$ cat src/rtl/elevator_shaft.sv
// rtl/elevator_shaft.sv - elevator car/shaft plant model driven by motor commands
// Optional door dwell interlock enabled by defining ELEVATOR_SHAFT_DOOR_EN.
module elevator_shaft #(
    parameter int NUM_FLOORS      = 5,
    parameter int TICKS_PER_FLOOR = 8,
    parameter int DOOR_CYCLES     = 4
) (
    input  logic                  clk,
    input  logic                  reset,
    input  logic                  motor_dir,
    input  logic                  motor_move,
    output logic [NUM_FLOORS-1:0] sensor,
    output logic [2:0]            floor,
    output logic                  at_floor,
    output logic                  door_open,
    output logic                  overtravel,
    output logic                  interlock_err
);

    localparam int MAX   = (NUM_FLOORS - 1) * TICKS_PER_FLOOR;
    localparam int POS_W = (MAX > 0) ? $clog2(MAX + 1) : 1;
    localparam logic [POS_W-1:0] POS_MAX = POS_W'(MAX);

    typedef enum logic [1:0] {
        IDLE   = 2'd0,
        MOVING = 2'd1,
        DOOR   = 2'd2
    } state_t;

    state_t           state_q, state_d;
    logic [POS_W-1:0] pos_q, pos_d;
    logic [2:0]       floor_q, floor_d;
    logic             overtravel_q, overtravel_d;
    logic             in_door, block, accept;

`ifdef ELEVATOR_SHAFT_DOOR_EN
    localparam int CNT_W = (DOOR_CYCLES > 1) ? $clog2(DOOR_CYCLES) : 1;
    logic [CNT_W-1:0] door_cnt_q, door_cnt_d;
    logic             interlock_err_q, interlock_err_d;
`endif

    // Landing decode straight off the registered position.
    always_comb begin
        sensor = '0;
        for (int i = 0; i < NUM_FLOORS; i++) begin
            sensor[i] = (pos_q == POS_W'(i * TICKS_PER_FLOOR));
        end
    end

    assign at_floor   = |sensor;
    assign floor      = floor_q;
    assign overtravel = overtravel_q;
    assign in_door    = (state_q == DOOR);

`ifdef ELEVATOR_SHAFT_DOOR_EN
    assign door_open     = in_door;
    assign interlock_err = interlock_err_q;
`else
    assign door_open     = 1'b0;
    assign interlock_err = 1'b0;
`endif

    assign block  = motor_dir ? (pos_q == POS_MAX) : (pos_q == '0);
    assign accept = motor_move && !in_door && !block;

    always_comb begin
        pos_d        = pos_q;
        floor_d      = floor_q;
        state_d      = state_q;
        overtravel_d = overtravel_q | (motor_move && block && !in_door);
`ifdef ELEVATOR_SHAFT_DOOR_EN
        door_cnt_d      = door_cnt_q;
        interlock_err_d = in_door && motor_move;
`endif

        if (accept) begin
            pos_d = motor_dir ? pos_q + POS_W'(1) : pos_q - POS_W'(1);
        end

        // floor tracks the landing the car is about to be level with
        for (int i = 0; i < NUM_FLOORS; i++) begin
            if (pos_d == POS_W'(i * TICKS_PER_FLOOR)) begin
                floor_d = 3'(i);
            end
        end

        case (state_q)
            IDLE: begin
                if (accept) state_d = MOVING;
            end
            MOVING: begin
                if (accept) begin
                    state_d = MOVING;
                end else if (!motor_move && at_floor) begin
`ifdef ELEVATOR_SHAFT_DOOR_EN
                    state_d    = DOOR;
                    door_cnt_d = CNT_W'(DOOR_CYCLES - 1);
`else
                    state_d = IDLE;
`endif
                end else begin
                    state_d = IDLE;
                end
            end
`ifdef ELEVATOR_SHAFT_DOOR_EN
            DOOR: begin
                if (door_cnt_q == '0) begin
                    state_d = IDLE;
                end else begin
                    door_cnt_d = door_cnt_q - CNT_W'(1);
                end
            end
`endif
            default: state_d = IDLE;
        endcase
    end

    always_ff @(posedge clk) begin
        if (reset) begin
            state_q      <= IDLE;
            pos_q        <= '0;
            floor_q      <= '0;
            overtravel_q <= 1'b0;
`ifdef ELEVATOR_SHAFT_DOOR_EN
            door_cnt_q      <= '0;
            interlock_err_q <= 1'b0;
`endif
        end else begin
            state_q      <= state_d;
            pos_q        <= pos_d;
            floor_q      <= floor_d;
            overtravel_q <= overtravel_d;
`ifdef ELEVATOR_SHAFT_DOOR_EN
            door_cnt_q      <= door_cnt_d;
            interlock_err_q <= interlock_err_d;
`endif
        end
    end

endmodule

$ cat config.mk
export PLATFORM = sky130hd
export DESIGN_NAME = elevator_shaft
export DESIGN_NICKNAME = d
export VERILOG_FILES = /design/src/rtl/elevator_shaft.sv
export SDC_FILE = /design/constraint.sdc
export NUM_CORES = 1
export LEC_CHECK = 0
export ABC_AREA = 1
export CORE_MARGIN = 2
export CORE_UTILIZATION = 25
export CTS_BUF_LIST = sky130_fd_sc_hd__clkbuf_4 sky130_fd_sc_hd__clkbuf_8
export CTS_CLUSTER_SIZE = 8
export DETAILED_ROUTE_END_ITERATION = 8
export PLACE_DENSITY = 0.49
export SETUP_SLACK_MARGIN = 0.3
export SLEW_MARGIN = 20
export SYNTH_ARGS = -nofsm -noshare
export SYNTH_HDL_FRONTEND = slang
export SYNTH_SLANG_ARGS = --single-unit
$ cat constraint.sdc
create_clock -name clk -period 2.2 [get_ports clk]
set_input_delay 0.22 -clock clk [delete_from_list [all_inputs] [get_ports clk]]
set_output_delay 0.22 -clock clk [all_outputs]
set_load 0.03 [all_outputs]
==> impl_metrics.json <==
{
  "dr.pass1.iters": 4,
  "grt-ovfl-total": 0,
  "final.min_clock_period_ns": 1.77,
  "maxCapViolCount": 0,
  "status": "completed",
  "synthFlopType": "dfxtp_1",
  "drt_first_iter_violations": 21,
  "cp-start-kind": "flip-flop",
  "hold_class": "flip-flop to flip-flop",
  "ys_seq_elements": 10,
  "grt_usage_pct": 11.6,
  "gp_congestion": 0.861,
  "grt_pass1_wl_um": 3110,
  "syn_avg_cell_area_um2": 6.86,
  "antenna_found_initial": 0,
  "holdPathStages": 2,
  "cts_sinks": 10,
  "cts_tree": "done",
  "pre_cts_ws_ns": -0.0791,
  "yosys.area.top_type_share_pct": 24.7,
  "swShare_pct": 48.7,
  "grt_setup_unrepaired": "yes",
  "start_util_pct": 26.3,
  "fin_tns_setup_ns": 0,
  "cts_buffer_depth": 2,
  "post-cts-setup-buffer-count": 0,
  "io_pins": 16,
  "die_x_um": 60.9,
  "worst_slack_ns": 0.433,
  "synth.most_common_cell": "nand2_1",
  "irDropWorstVdd_mv": 0.408,
  "dpl-instance-area_um2": 1030,
  "synth_edf_count": 0,
  "die-area_um2": 3710,
  "end_kind": "primary output",
  "leakage_uw": 0.000528,
  "ys_top_cells_by_count": "28 x nand2_1, 11 x inv_1, 11 x nor2_1, 10 x dfxtp_1",
  "ys_types": 24,
  "yosysTopAreaCell": "dfxtp_1",
  "place_inst": 180,
  "syn_to_final_growth_pct": 33.5,
  "yosysWarnings": 0,
  "worstSkewPairLatency_ns": 0.26,
  "dr_total_vias": 800,
  "timing.fmax_mhz": 566,
  "cp_data_arrival_time_ns": 1.55,
  "p_clk_share_pct": 11.4,
  "dp_hpwl_um": 1500,
  "drive_above_1_share_pct": 30.9,
  "wire_per_inst_um": 10.4,
  "yosysSeqAreaShare_pct": 24.7,
  "cts_buffers": 3,
  "slew_violations": 0,
  "switchingPower_uw": 516,
  "setup_viol": 0,
  "num_antenna_cells": 0,
  "fin_nets": 150,
  "power_density_nw_per_um2": 980,
  "cts_htree_levels": 1,
  "p_int_uw": 543,
  "cp.required_ns": 1.98,
  "finalNonFillerCells": 183,
  "crit_fanout": 5,
  "vias_per_cell": 4.37,
  "worstRegToRegCells": 13,
  "period_share_pct": 80.3,
  "grt_pass1_vias": 684,
  "totalPowerFinal_uw": 1060,
  "async_flop_share_pct": 0,
  "totalWireLength_um": 1910,
  "postCtsHoldBufs": 0,
  "grt_max_degree": 10,
  "synthTopCellsByArea": "dfxtp_1 25%, nand2_1 13%, ha_1 6.2%",
  "die_h_um": 60.9,
  "drc": 0,
  "numPortBuffers": 13,
  "fin_area_um2": 1080,
  "coreArea_um2": 3080,
  "netlist_area_um2": 810,
  "sequentialPowerShare_pct": 24.8,
  "fin_skew_ns": 0.00189,
  "postSynthCellCount": 118,
  "hold_viol_final": 0,
  "rows": 20,
  "path_class": "flip-flop to primary output",
  "antenna_left": 0,
  "comb_power_share_pct": 63.8,
  "clk_pin_slew_ns": 0.06,
  "cts_root_buf": "clkbuf_4"
}
-- layout make-up --
class	count	area, um^2
clock buffer	3	22.5
fill	332	2000
inverter	13	51.3
multi-input combinational	93	576
sequential	10	201
tap	44	55.1
timing repair buffer	20	175
-- cell usage in the layout (no fill, tap or decap), types with 2 or more instances in the layout --
master	netlist	final
clkdlybuf4s50_1	0	6
buf_4	3	7
ha_1	4	2
conb_1	1	2
a21oi_1	8	7
nand4_1	2	2
inv_1	11	10
nand2_2	8	8
nor3_1	3	3
clkbuf_4	0	3
nand2_1	28	28
nand3_2	4	4
nor2_2	6	7
nor2_1	11	10
dlygate4sd2_1	0	4
inv_2	2	2
dfxtp_1	10	9
nand3_1	8	8
ha_4	0	2
-- final timing paths --
check	from	to	slack (ns)
worst max-delay path	pos_q[0]$_SDFF_PP0_	sensor[4]	0.43
worst min-delay path	floor[2]$_SDFFE_PP0P_	floor[2]$_SDFFE_PP0P_	0.47
worst max register to register	pos_q[4]$_SDFF_PP0_	floor[1]$_SDFFE_PP0P_	0.47
worst min register to register	floor[2]$_SDFFE_PP0P_	floor[2]$_SDFFE_PP0P_	0.47
-- timing repair --
action | in CTS | in global routing
endpoints found under the hold margin | 0 | 0
pin swaps | 0 | 0
endpoints found under the setup margin | 9 | 5
gates resized for setup | 10 | 8
-- flip-flops by register name, summed over array words and instances, names as in the netlist --
name / cells
floor: 3
overtravel: 1
pos_q: 6
-- worst max-delay path: stages (launching register included) --
cell	delay, ns
dfxtp_1	0.38
nor2_2	0.22
nand3_2	0.16
nor2_1	0.15
clkdlybuf4s15_1	0.38
-- per-stage QoR --
stage	hold WS [ns]	utilization, %
finish	0.466	35.1
global route	0.494	35.1
CTS	0.477	34.5
detailed placement	0.461	33.4
global placement	0.454	33.4
floorplan	0.365	-
-- power by group through the flow --
| stage | combinational (uW) | clock, uW | sequential (uW) |
|---|---|---|---|
| 4_1_cts | 668 | 126 | 260 |
| 2_1_floorplan | 455 | 0 | 278 |
| 6_report | 676 | 120 | 263 |
| 5_1_grt | 755 | 134 | 267 |
| 3_5_place_dp | 676 | 0 | 262 |
| 3_3_place_gp | 674 | 0 | 262 |
-- metal layers --
| layer | up-vias | routed length [um] | share of wire [%] | track usage [%] |
|---|---|---|---|---|
| met2 | 16 | 856 | 45 | 17.2 |
| li1 | 419 | - | - | - |
| met4 | 0 | 22 | 1.2 | 3.73 |
| met5 | - | 0 | 0 | 0 |
| met3 | 5 | 101 | 5.3 | 4.05 |
| met1 | 360 | 926 | 49 | 15.8 |
-- logic make-up after synthesis --
group,share of synthesized area (%)
AND/OR/NAND/NOR,47.3
buffers and inverters,8.81
AO/OA/AOI/OAI,8.96
flip-flops,24.7
adder cells (fa/ha/maj),8.66
XOR/XNOR,1.08
other,0.463
(Power assumes the default switching activity.)
